<file path="src/rtl/reflet_poly_synth.sv">
// reflet_poly_synth: multi-voice square-wave synthesiser with a sigma-delta output on the byte-wide peripheral bus
module reflet_poly_synth #(
  parameter int voices = 4,
  parameter int addr_size = 15,
  parameter logic [addr_size-1:0] base_addr = 15'h7F40
) (
  input  logic                 clk,
  input  logic                 reset,
  input  logic                 enable,
  input  logic [addr_size-1:0] addr,
  input  logic [7:0]           data_in,
  output logic [7:0]           data_out,
  input  logic                 write_en,
  output logic                 synth_out
);
  localparam int W = 4 + $clog2(voices);
  localparam int AW = $clog2(4 * voices);
  logic [15:0]    r_hp  [voices];
  logic           r_en  [voices];
  logic [3:0]     r_vol [voices];
  logic [15:0]    r_cnt [voices];
  logic           r_lvl [voices];
  logic [W-1:0]   r_acc;
  logic           r_out;
  logic           w_sel;
  logic           w_we;
  logic [AW-1:0]  w_off;
  logic [voices-1:0] w_hit;
  logic [W-1:0]   w_sample;
  logic [7:0]     w_rd;
  assign w_off = addr[AW-1:0];
  assign w_sel = enable && (addr[addr_size-1:AW] == base_addr[addr_size-1:AW]);
  assign w_we = w_sel && write_en;
  assign data_out = w_rd;
  assign synth_out = r_out;
  // per-voice select: each voice owns four consecutive bytes
  always_comb begin
    w_hit = '0;
    for (int v = 0; v < voices; v++) w_hit[v] = w_sel && ((w_off >> 2) == AW'(v));
  end
  // mixer: add the volume of every voice whose level is high; cannot overflow W bits
  always_comb begin
    w_sample = '0;
    for (int v = 0; v < voices; v++) w_sample = w_sample + (r_lvl[v] ? W'(r_vol[v]) : W'(0));
  end
  // read mux from registered state; zero when the block is not addressed
  always_comb begin
    w_rd = '0;
    for (int v = 0; v < voices; v++)
      if (w_hit[v])
        w_rd = w_off[1:0] == 2'd0 ? r_hp[v][7:0] :
               w_off[1:0] == 2'd1 ? r_hp[v][15:8] :
               w_off[1:0] == 2'd2 ? {r_vol[v], 3'b000, r_en[v]} : {7'b0, r_lvl[v]};
  end
  // register writes, voice dividers and first-order sigma-delta modulator
  always_ff @(posedge clk) begin
    if (reset) begin
      for (int v = 0; v < voices; v++) begin
        r_hp[v]  <= '0;
        r_en[v]  <= 1'b0;
        r_vol[v] <= '0;
        r_cnt[v] <= '0;
        r_lvl[v] <= 1'b0;
      end
      r_acc <= '0;
      r_out <= 1'b0;
    end else begin
      for (int v = 0; v < voices; v++) begin
        if (w_we && w_hit[v] && w_off[1:0] == 2'd0) r_hp[v][7:0] <= data_in;
        if (w_we && w_hit[v] && w_off[1:0] == 2'd1) r_hp[v][15:8] <= data_in;
        if (w_we && w_hit[v] && w_off[1:0] == 2'd2) begin
          r_en[v]  <= data_in[0];
          r_vol[v] <= data_in[7:4];
        end
        if (!r_en[v] || r_hp[v] == 16'd0 || (w_we && w_hit[v] && w_off[1:0] == 2'd2 && data_in[1])) begin
          r_cnt[v] <= '0;
          r_lvl[v] <= 1'b0;
        end else if (r_cnt[v] >= r_hp[v] - 16'd1) begin
          r_cnt[v] <= '0;
          r_lvl[v] <= ~r_lvl[v];
        end else begin
          r_cnt[v] <= r_cnt[v] + 16'd1;
        end
      end
      {r_out, r_acc} <= {1'b0, r_acc} + {1'b0, w_sample};
    end
  end
endmodule

</file>
<file path="config.mk">
export PLATFORM = sky130hd
export DESIGN_NAME = reflet_poly_synth
export DESIGN_NICKNAME = d
export VERILOG_FILES = /design/src/rtl/reflet_poly_synth.sv
export SDC_FILE = /design/constraint.sdc
export NUM_CORES = 1
export LEC_CHECK = 0
export ABC_AREA = 0
export CAP_MARGIN = 30
export CORE_AREA = 8 8 155 157
export CTS_CLUSTER_SIZE = 10
export DETAILED_ROUTE_END_ITERATION = 10
export DIE_AREA = 0 0 163 165
export PLACE_DENSITY = 0.7
export SYNTH_ARGS = -nofsm -noshare
export SYNTH_HDL_FRONTEND = slang
export SYNTH_SLANG_ARGS = --single-unit
</file>
<file path="constraint.sdc">
create_clock -name clk -period 4.5 [get_ports clk]
set_input_delay 0.9 -clock clk [delete_from_list [all_inputs] [get_ports clk]]
set_output_delay 0.9 -clock clk [all_outputs]
set_load 0.01 [all_outputs]
</file>
=== Word-level counts from Yosys, hierarchy flattened ===
Memories as Yosys holds them, arrays and structs flattened.
Cells that the tools add are included.

* Memory bits (read-only): 0
* Bits in registers: 7
* Bits in latches: 0
* Logic and storage cells: 251
* Output and inout bits: 9
* RAM bits: 152
* Memories: 5

* Reductions and logical operators: 44
* Shift operators: 0
* Bitwise gates (word level): 40
* Multiplexer cells: 138
* Div/mod/pow operators: 0
* Add/sub/neg operators: 12
* Eq/ne operators: 6
* $lt $le $gt $ge: 4
* Multiply operators: 0

{| class="wikitable"
|+ Memories
! memory !! words !! bits a word !! rd ports !! clocked after memory_dff !! write ports !! line !! RTL
|-
| r_cnt || 4 || 16 || 4 || 0 || 4 || 21 || <nowiki>logic [15:0] r_cnt [voices];</nowiki>
|-
| r_hp || 4 || 16 || 4 || 0 || 4 || 18 || <nowiki>logic [15:0] r_hp [voices];</nowiki>
|-
| r_vol || 4 || 4 || 4 || 0 || 4 || 20 || <nowiki>logic [3:0] r_vol [voices];</nowiki>
|-
| r_en || 4 || 1 || 4 || 0 || 4 || 19 || <nowiki>logic r_en [voices];</nowiki>
|-
| r_lvl || 4 || 1 || 4 || 0 || 4 || 22 || <nowiki>logic r_lvl [voices];</nowiki>
|}

{| class="wikitable"
|+ Operator list
! cell !! number
|-
| 16-bit two-way mux || 12
|-
| 8-bit two-way mux || 24
|-
| 1-bit two-way mux || 94
|-
| 16-bit by 1-bit adder with 16-bit output (second input constant) || 4
|-
| 16-bit >= comparator || 4
|-
| 16-bit logical NOT || 4
|-
| 16-bit by 1-bit subtractor with 16-bit output (second input constant) || 4
|-
| 1-bit bitwise OR || 36
|-
| 4-bit two-way mux || 8
|-
| 1-bit logical AND || 26
|-
| 11-bit equality test (second input constant) || 1
|-
| 1-bit logical OR || 8
|-
| 6-bit by 6-bit adder with 7-bit output || 1
|-
| 5-bit by 4-bit adder with 6-bit output || 1
|-
| 6-bit by 4-bit adder with 6-bit output || 1
|-
| 2-bit equality test (second input constant) || 3
|-
| 4-bit by 4-bit adder with 5-bit output || 1
|-
| 2-bit by 1-bit equality test with 1-bit output (second input constant) || 2
|-
| 1-bit logical NOT || 4
|-
| 4-bit logical NOT || 1
|-
| 1-bit inverter || 4
|-
| 2-bit logical NOT || 1
|}

=== Depth between registers and ports, before layout ===
Gate-level depths: netlist of the first run.

* Word-level depth: 13
* Gate-level depth with buffers: 14
* Mapped depth without buffers: 14

=== Worst setup path after synthesis of the first run ===
No wires, ideal clock.

* Kind: flip-flop to flip-flop
* From: mem r_hp[2][2] (netlist: r_hp[0][34])
* To: mem r_cnt[2][7] (netlist: r_cnt[0][39]), data pin
* Period minus slack after synthesis: 3.637 ns
* Stages on the path, launching flop included: 13
* Data arrival time: 3.367 ns
* Library setup time: 0.270 ns
* Setup slack: 0.863 ns
* Cell sequence: edfxtp_1 nor3_1 or3b_2 or4_4 nor4_1 xnor2_1 ha_1 and4_1 nor4b_1 a21oi_1 o21ai_1 clkbuf_1 nor3_1

{| class="wikitable"
|+ RTL lines
! element !! line
|-
| start: declaration || 18
|-
| end: declaration || 21
|}

=== Worst setup path in the final report of the first run ===
* From: in addr[5]
* To: out data_out[2]

* Cells in the longest elaborated chain, start to end: 7
* Elaborated cells on any way between the ends: 10
* Those cells by class: 1 x eq/ne; 4 x mux; 5 x reduce/logical

{| class="wikitable"
|+ Ends and longest elaborated chain
! element !! line !! RTL
|-
| start: declaration || 10 || <nowiki>input logic [addr_size-1:0] addr,</nowiki>
|-
| 11-bit equality test * || 32 || <nowiki>assign w_sel = enable && (addr[addr_size-1:AW] == base_addr[addr_size-1:AW]);</nowiki>
|-
| 1-bit logical AND * || 32 ||
|-
| 1-bit logical AND || 39 || <nowiki>for (int v = 0; v < voices; v++) w_hit[v] = w_sel && ((w_off >> 2) == AW'(v));</nowiki>
|-
| 8-bit two-way mux (3 in series) || 50 || <nowiki>if (w_hit[v])</nowiki>
|-
| 8-bit two-way mux * || 50 ||
|-
| end: declaration || 12 || <nowiki>output logic [7:0] data_out,</nowiki>
|}

Every way passes the cells marked *; elsewhere a longest branch is shown, timed or not.

==> impl_metrics.yaml, run 1 <==
cts:
  cts.clk_slew.worst_paths_ns: 0.06
  postCtsHoldBufs: 0
  cts_tree: "built"
  cts_root_buf: "clkbuf_16"
  cts_num_sinks: 159
  htreeDepth: 4
  numCtsBuffers: 17
  cts_resized: 0
  postCtsSetupBuffers: 0
  cts_buffer_depth: 2
  clk_latency_ns: 0.43
pwr:
  ir_drop_v: 0.0002723
  cellPowerDensity_nw_per_um2: 306.9
  leakagePower_nw: 4.483
layout:
  syn2layout_area_growth_pct: 13.90
  final_common_cell: "edfxtp_1"
  layoutNonFillerInstCount: 1454
  final_util_pct: 57.41
  design_area_sq_um: 12340
  layout_common_cells: "edfxtp_1 (152), nor2_1 (96), ha_1 (83), nor3_1 (82), and2_1 (75)"
  nets: 1282
  drive_gt1_share_pct: 6.644
  diodes: 0
routing:
  drt-total-wl_um: 25450
  drt_first_iter_violations: 825
  wire_per_inst_um: 17.51
  vias: 8175
  vias_per_cell: 5.622
  drc: 0
  dr.pass1.iters: 5
  ant_nets: 0
worst_setup_path:
  cpPeakStageDelay_ns: 0.64
  crit_slowest_cell: "or4b_1"
  worstSetupStartpointType: "primary input"
  path_max_fanout: 4
  critical_path_required_ns: 3.60
  reg2reg_depth: 12
  crit_buf_inv: 2
  endpoint_kind: "primary output"
  cp_top_family: "simple AND/OR/NAND/NOR gates"
  timing.rr.start: "r_hp[0][34]"
  crit_type: "in -> out"
  startpoint: "addr[5]"
  regToRegSetupSlack_ns: 0.65
  r2r-end: "r_cnt[0][43]"
  crit_end: "data_out[2]"
  path_common_cell: "clkdlybuf4s50_1"
  path_depth: 7
  path_cells: "clkdlybuf4s50_1 > or4b_1 > nor2_1 > nand3_1 > or2_2 > a21oi_1 > clkdlybuf4s50_1"
  critPathArrivalTime_ns: 3.42
placement:
  placedCellCount: 1422
  place.gp.congestion: 0.9725
  placed_cell_area_sq_um: 11790
  post-dp-hpwl_um: 19310
  port_buffers: 35
hold_path:
  min_from: "r_cnt[0][0]"
  hold_class: "reg -> reg"
synth:
  synthArstFlopShare_pct: 0
  synth_warnings: 0
  yosysUniqueCellTypes: 64
  ys.flop_type: "edfxtp_1"
  yosys_register_bits: 159
  syn_inst: 1050
  synth_edf_count: 152
  synth_top_area_share_pct: 42.14
  yosys.area.top_type: "edfxtp_1"
  ys_seq_area_share_pct: 43.44
  synth_area_sq_um: 10830
  synthTopCellsByArea: "edfxtp_1 (42%), ha_1 (9.6%), xnor2_1 (5.9%), and2_1 (4.3%), nor3_1 (3.8%)"
  syn_avg_cell_area_sq_um: 10.31
status:
  status: "completed"
floorplan:
  ios: 36
  dieArea_sq_um: 26900
  core-area_sq_um: 21490
  start_util_pct: 50.41
  dieWidth_um: 163
  die_h_um: 165
  rows: 54
timing:
  fin_setup_tns_ns: 0
  setup_viol_count_final: 0
  fin_hold_ws_ns: 0.6569
  finalClockSkew_ns: 0.01226
  rsz0062_at_grt: "no"
  timing.fmax_mhz: 231.5
  post-route-period-util_pct: 95.99
  slew_headroom_pct: 38.03
  worstMarginPinSlew_ns: 0.9210
  hold_violations: 0
  report.final.slew_viol_count: 0
  fin_crit_ns: 4.320
global_route:
  overflow: 0
  grt_max_degree: 25
  grt_pass1_vias: 7956
  grt_use_total_pct: 19.68
  grt_pass1_wl_um: 41690
  antenna_found_initial: 0
job:
  maxCapViolations: 0
==> layout make-up <==
type,count,area [sq um]
Clock buffer,20,436.7
Tap cell,280,350.3
Timing Repair Buffer,56,503.0
Clock inverter,12,113.9
Inverter,37,138.9
Multi-Input combinational cell,890,6088
Fill cell,1890,9150
Sequential cell,159,4705
==> synth_stat cells, types with 12 or more instances <==
cell	number
o21bai_1	12
clkbuf_1	16
nand4_1	22
and3_1	12
xnor2_1	73
o21ai_0	27
edfxtp_1	152
nor3_1	82
xor2_1	42
inv_1	37
mux2i_1	23
nand2_1	66
ha_1	83
nor2_1	96
nand3_1	41
and2_1	75
a21oi_1	34
nor4_1	20
==> worst min path at each step <==
stage,slack (ns),endpoint,cells past startpoint
global route,0.67,r_cnt[0][15],2
global placement,0.63,r_cnt[0][15],2
floorplan,0.59,r_cnt[0][15],2
finish,0.66,r_cnt[0][0],1
detailed placement,0.63,r_cnt[0][15],2
CTS,0.65,r_cnt[0][15],2
==> worst reg2reg max path, stage by stage, from the launching register on <==
cell	delay, ns
edfxtp_1	0.49
nor3_1	0.32
or3b_2	0.53
or4_4	0.46
nor4_1	0.24
xnor2_1	0.12
ha_1	0.32
and4_1	0.21
nor4b_1	0.23
a21oi_1	0.11
o21ai_1	0.21
buf_4	0.27
nor3_1	0.09
==> power by group <==
group / switching, mW / internal, mW / leakage, nW
clock network: 0.608 / 0.766 / 0.259
logic: 0.325 / 0.258 / 2.66
registers: 0.108 / 1.72 / 1.56
total: 1.04 / 2.74 / 4.48
==> logic make-up after synthesis <==
family / count (synthesis) / share of synthesized area (%)
other: 1 / 0.03462
buffers and inverters: 64 / 2.530
AOI/OAI and AO/OA: 112 / 6.446
and+or+nand+nor: 475 / 23.36
xor gates and xnor gates: 115 / 9.300
muxes: 30 / 3.269
DFF: 159 / 43.44
adders and majority gates: 94 / 11.62
==> metrics by stage <==
step | worst slack, ns | power, mW
4_1_cts | 0.1538 | 3.810
5_1_grt | 0.07866 | 3.957
2_1_floorplan | 0.8628 | 2.248
3_5_place_dp | 0.1736 | 2.437
6_report | 0.1803 | 3.786
3_3_place_gp | 0.2183 | 2.412
==> registers in the layout, indices dropped and copies added, names as in the netlist <==
name       cells
r_vol         16
r_en           4
synth_out      1
r_lvl          4
r_hp          64
r_cnt         64
r_acc          6
==> layer usage <==
layer  part of all wire [%]  GRT usage [%]
met1                     47          26.72
met4                    1.8          6.589
met3                    5.6          3.091
met2                     46          31.50
met5                   0.15          1.134
No activity file was read; power rests on OpenSTA's default activity.
==> inputs of run 2 (changes only) <==
--- a/config.mk
+++ b/config.mk
@@ -9,5 +9,5 @@
 export CAP_MARGIN = 30
 export CORE_AREA = 8 8 155 157
-export CTS_CLUSTER_SIZE = 10
+export CTS_CLUSTER_SIZE = 25
 export DETAILED_ROUTE_END_ITERATION = 10
 export DIE_AREA = 0 0 163 165
==> constraint.sdc (replaced) <==
create_clock -name clk -period 5.6 [get_ports clk]
set_input_delay 1.68 -clock clk [delete_from_list [all_inputs] [get_ports clk]]
set_output_delay 1.68 -clock clk [all_outputs]
set_load 0.01 [all_outputs]
==> run 2 against run 1 <==
Against the previous run:
- via count hardly changed
- core utilization is 0.68 points higher
- final cell count is 0.62% higher
- critical path depth is 1 higher
- final area is 1.2% higher
- first-iteration DRC count is 23% lower
- global-route usage hardly changed
- sequential share of layout area is 0.44 points lower
- register-to-register slack better by 0.90 ns
- total power is 17% lower
- non-clock buffer count is 9 higher
==> impl_metrics.yaml, run 2 (synthesized netlist as in run 1, its figures left out) <==
pwr:
  p_switching_uw: 835.3
  leakagePower_nw: 4.605
  ir_drop_v: 0.0002086
  cellPowerDensity_nw_per_um2: 251.8
  finalPower_mw: 3.143
  p_int_mw: 2.307
  p_sw_share_pct: 26.58
  power_frac_clock_pct: 38.5
  seqPwrFrac_pct: 46.7
  combPwrFrac_pct: 14.8
layout:
  design_area_sq_um: 12480
  diodes: 0
  top_regs: "r_cnt x64, r_hp x64, r_vol x16"
  nets: 1291
  nFillCells: 1894
  final_common_cell: "edfxtp_1"
  syn2layout_area_growth_pct: 15.24
  layout_common_cells: "edfxtp_1 (152), nor2_1 (94), ha_1 (83), nor3_1 (82), and2_1 (75)"
  drive_gt1_share_pct: 7.946
cts:
  cts.clk_slew.worst_paths_ns: 0.06
  cts_tree: "built"
  clk_latency_ns: 0.43
  cts_root_buf: "clkbuf_16"
  numCtsBuffers: 17
  cts_num_sinks: 159
  htreeDepth: 4
  cts_buffer_depth: 2
floorplan:
  rows: 54
  die_h_um: 165
  core-area_sq_um: 21490
  start_util_pct: 50.41
  dieWidth_um: 163
  ios: 36
  dieArea_sq_um: 26900
timing:
  rsz0062_at_grt: "no"
  setup_viol_count_final: 0
  slew_headroom_pct: 40.42
  fin_crit_ns: 5.510
  post-route-period-util_pct: 98.40
  finalClockSkew_ns: 0.01031
  hold_violations: 0
  report.final.slew_viol_count: 0
  timing.fmax_mhz: 181.5
  worstMarginPinSlew_ns: 0.8712
placement:
  port_buffers: 35
  placed_cell_area_sq_um: 11850
  place.gp.congestion: 0.8967
  post-dp-hpwl_um: 19260
routing:
  drc: 0
  drt_first_iter_violations: 635
  drt-total-wl_um: 25180
  wire_per_inst_um: 17.21
  ant_nets: 0
  dr.pass1.iters: 5
  vias: 8179
  vias_per_cell: 5.591
worst_setup_path:
  r2r-end: "r_cnt[0][45]"
  endpoint_kind: "primary output"
  startpoint: "addr[5]"
  timing.rr.start: "r_hp[0][34]"
  path_max_fanout: 3
  crit_type: "in -> out"
  critPathArrivalTime_ns: 3.83
  worstSetupStartpointType: "primary input"
  critical_path_required_ns: 3.92
  regToRegSetupSlack_ns: 1.55
  reg2reg_depth: 12
global_route:
  grt_pass1_vias: 8056
  antenna_found_initial: 0
  overflow: 0
  grt_use_total_pct: 19.67
  grt_pass1_wl_um: 41680
  grt_max_degree: 20
hold_path:
  min_from: "r_cnt[0][15]"
  min_path_cells: 2
  min_to: "r_cnt[0][15]"
  hold_class: "reg -> reg"
status:
  status: "completed"
job:
  maxCapViolations: 0
run 2: cell types whose count changed in the layout (fill, tap and decap cells not counted), sizes merged:
cell	before	now
dlymetal6s2s	0	2
buf	22	31
dlygate4sd2	0	6
clkinv	5	2
inv	40	39
clkdlybuf4s50	34	26
bufinv	1	3
clkinvlp	3	5
run 2: layout make-up:
type                            count  area (sq um)  share of cell area (%)
Timing Repair Buffer               65         568.0                   4.551
Sequential cell                   159          4705                   37.69
Inverter                           37         138.9                   1.113
Tap cell                          280         350.3                   2.807
Multi-Input combinational cell    890          6110                   48.95
Clock buffer                       20         446.7                   3.579
Clock inverter                     12         162.7                   1.303
run 2: critical path, stage by stage:
cell and delay (ns):
clkdlybuf4s50_1 0.40, or4b_4 0.59, nor2_4 0.11, nand3_1 0.11
buf_4 0.17, or2_2 0.28, a21oi_1 0.20, dlygate4sd2_1 0.30
run 2: how the worst max path moves through the flow:
| stage | slack, ns | cells past startpoint | end |
|---|---|---|---|
| 2_1_floorplan | 0.64 | 7 | data_out[3] |
| 3_3_place_gp | -0.25 | 7 | data_out[1] |
| 3_5_place_dp | -0.26 | 7 | data_out[1] |
| 4_1_cts | 0.002 | 8 | data_out[4] |
| 5_1_grt | 0.02 | 8 | data_out[2] |
| 6_report | 0.09 | 8 | data_out[1] |
run 2: what timing repair did:
item,CTS,global route
endpoints found under the setup margin,7,4
hold buffers,0,0
buffers inserted,1,0
resized for setup,10,4
run 2: routing by layer:
layer  GRT usage [%]  vias up  part of all wire [%]  wire length (um)
met2           30.67      244                    45             11280
met1           27.26     3877                    47             11860
li1                -     4017                     -                 -
met5               0        -                     0                 0
met4           7.506        0                   2.5               618
met3           2.916       41                   5.6              1419
run 2: metrics by stage:
step | hold WS (ns) | TNS, ns | instances | worst slack (ns) | utilization, %
2_1_floorplan | 0.5856 | 0 | 1113 | 0.6421 | -
3_3_place_gp | 0.6322 | -1.310 | 1430 | -0.2496 | 55.13
3_5_place_dp | 0.6480 | -1.351 | 1430 | -0.2578 | 55.13
4_1_cts | 0.6649 | 0 | 1463 | 0.001937 | 58.02
5_1_grt | 0.7012 | 0 | 1463 | 0.02020 | 58.09
6_report | 0.6490 | 0 | 1463 | 0.08988 | 58.09
run 2: power by group through the flow:
stage               Combinational (mW)  Clock [mW]  Sequential (mW)
detailed placement               0.462           0             1.49
floorplan                        0.343           0             1.46
global placement                 0.450           0             1.49
finish                           0.466        1.21             1.47
CTS                              0.467        1.23             1.47
global route                     0.536        1.27             1.48
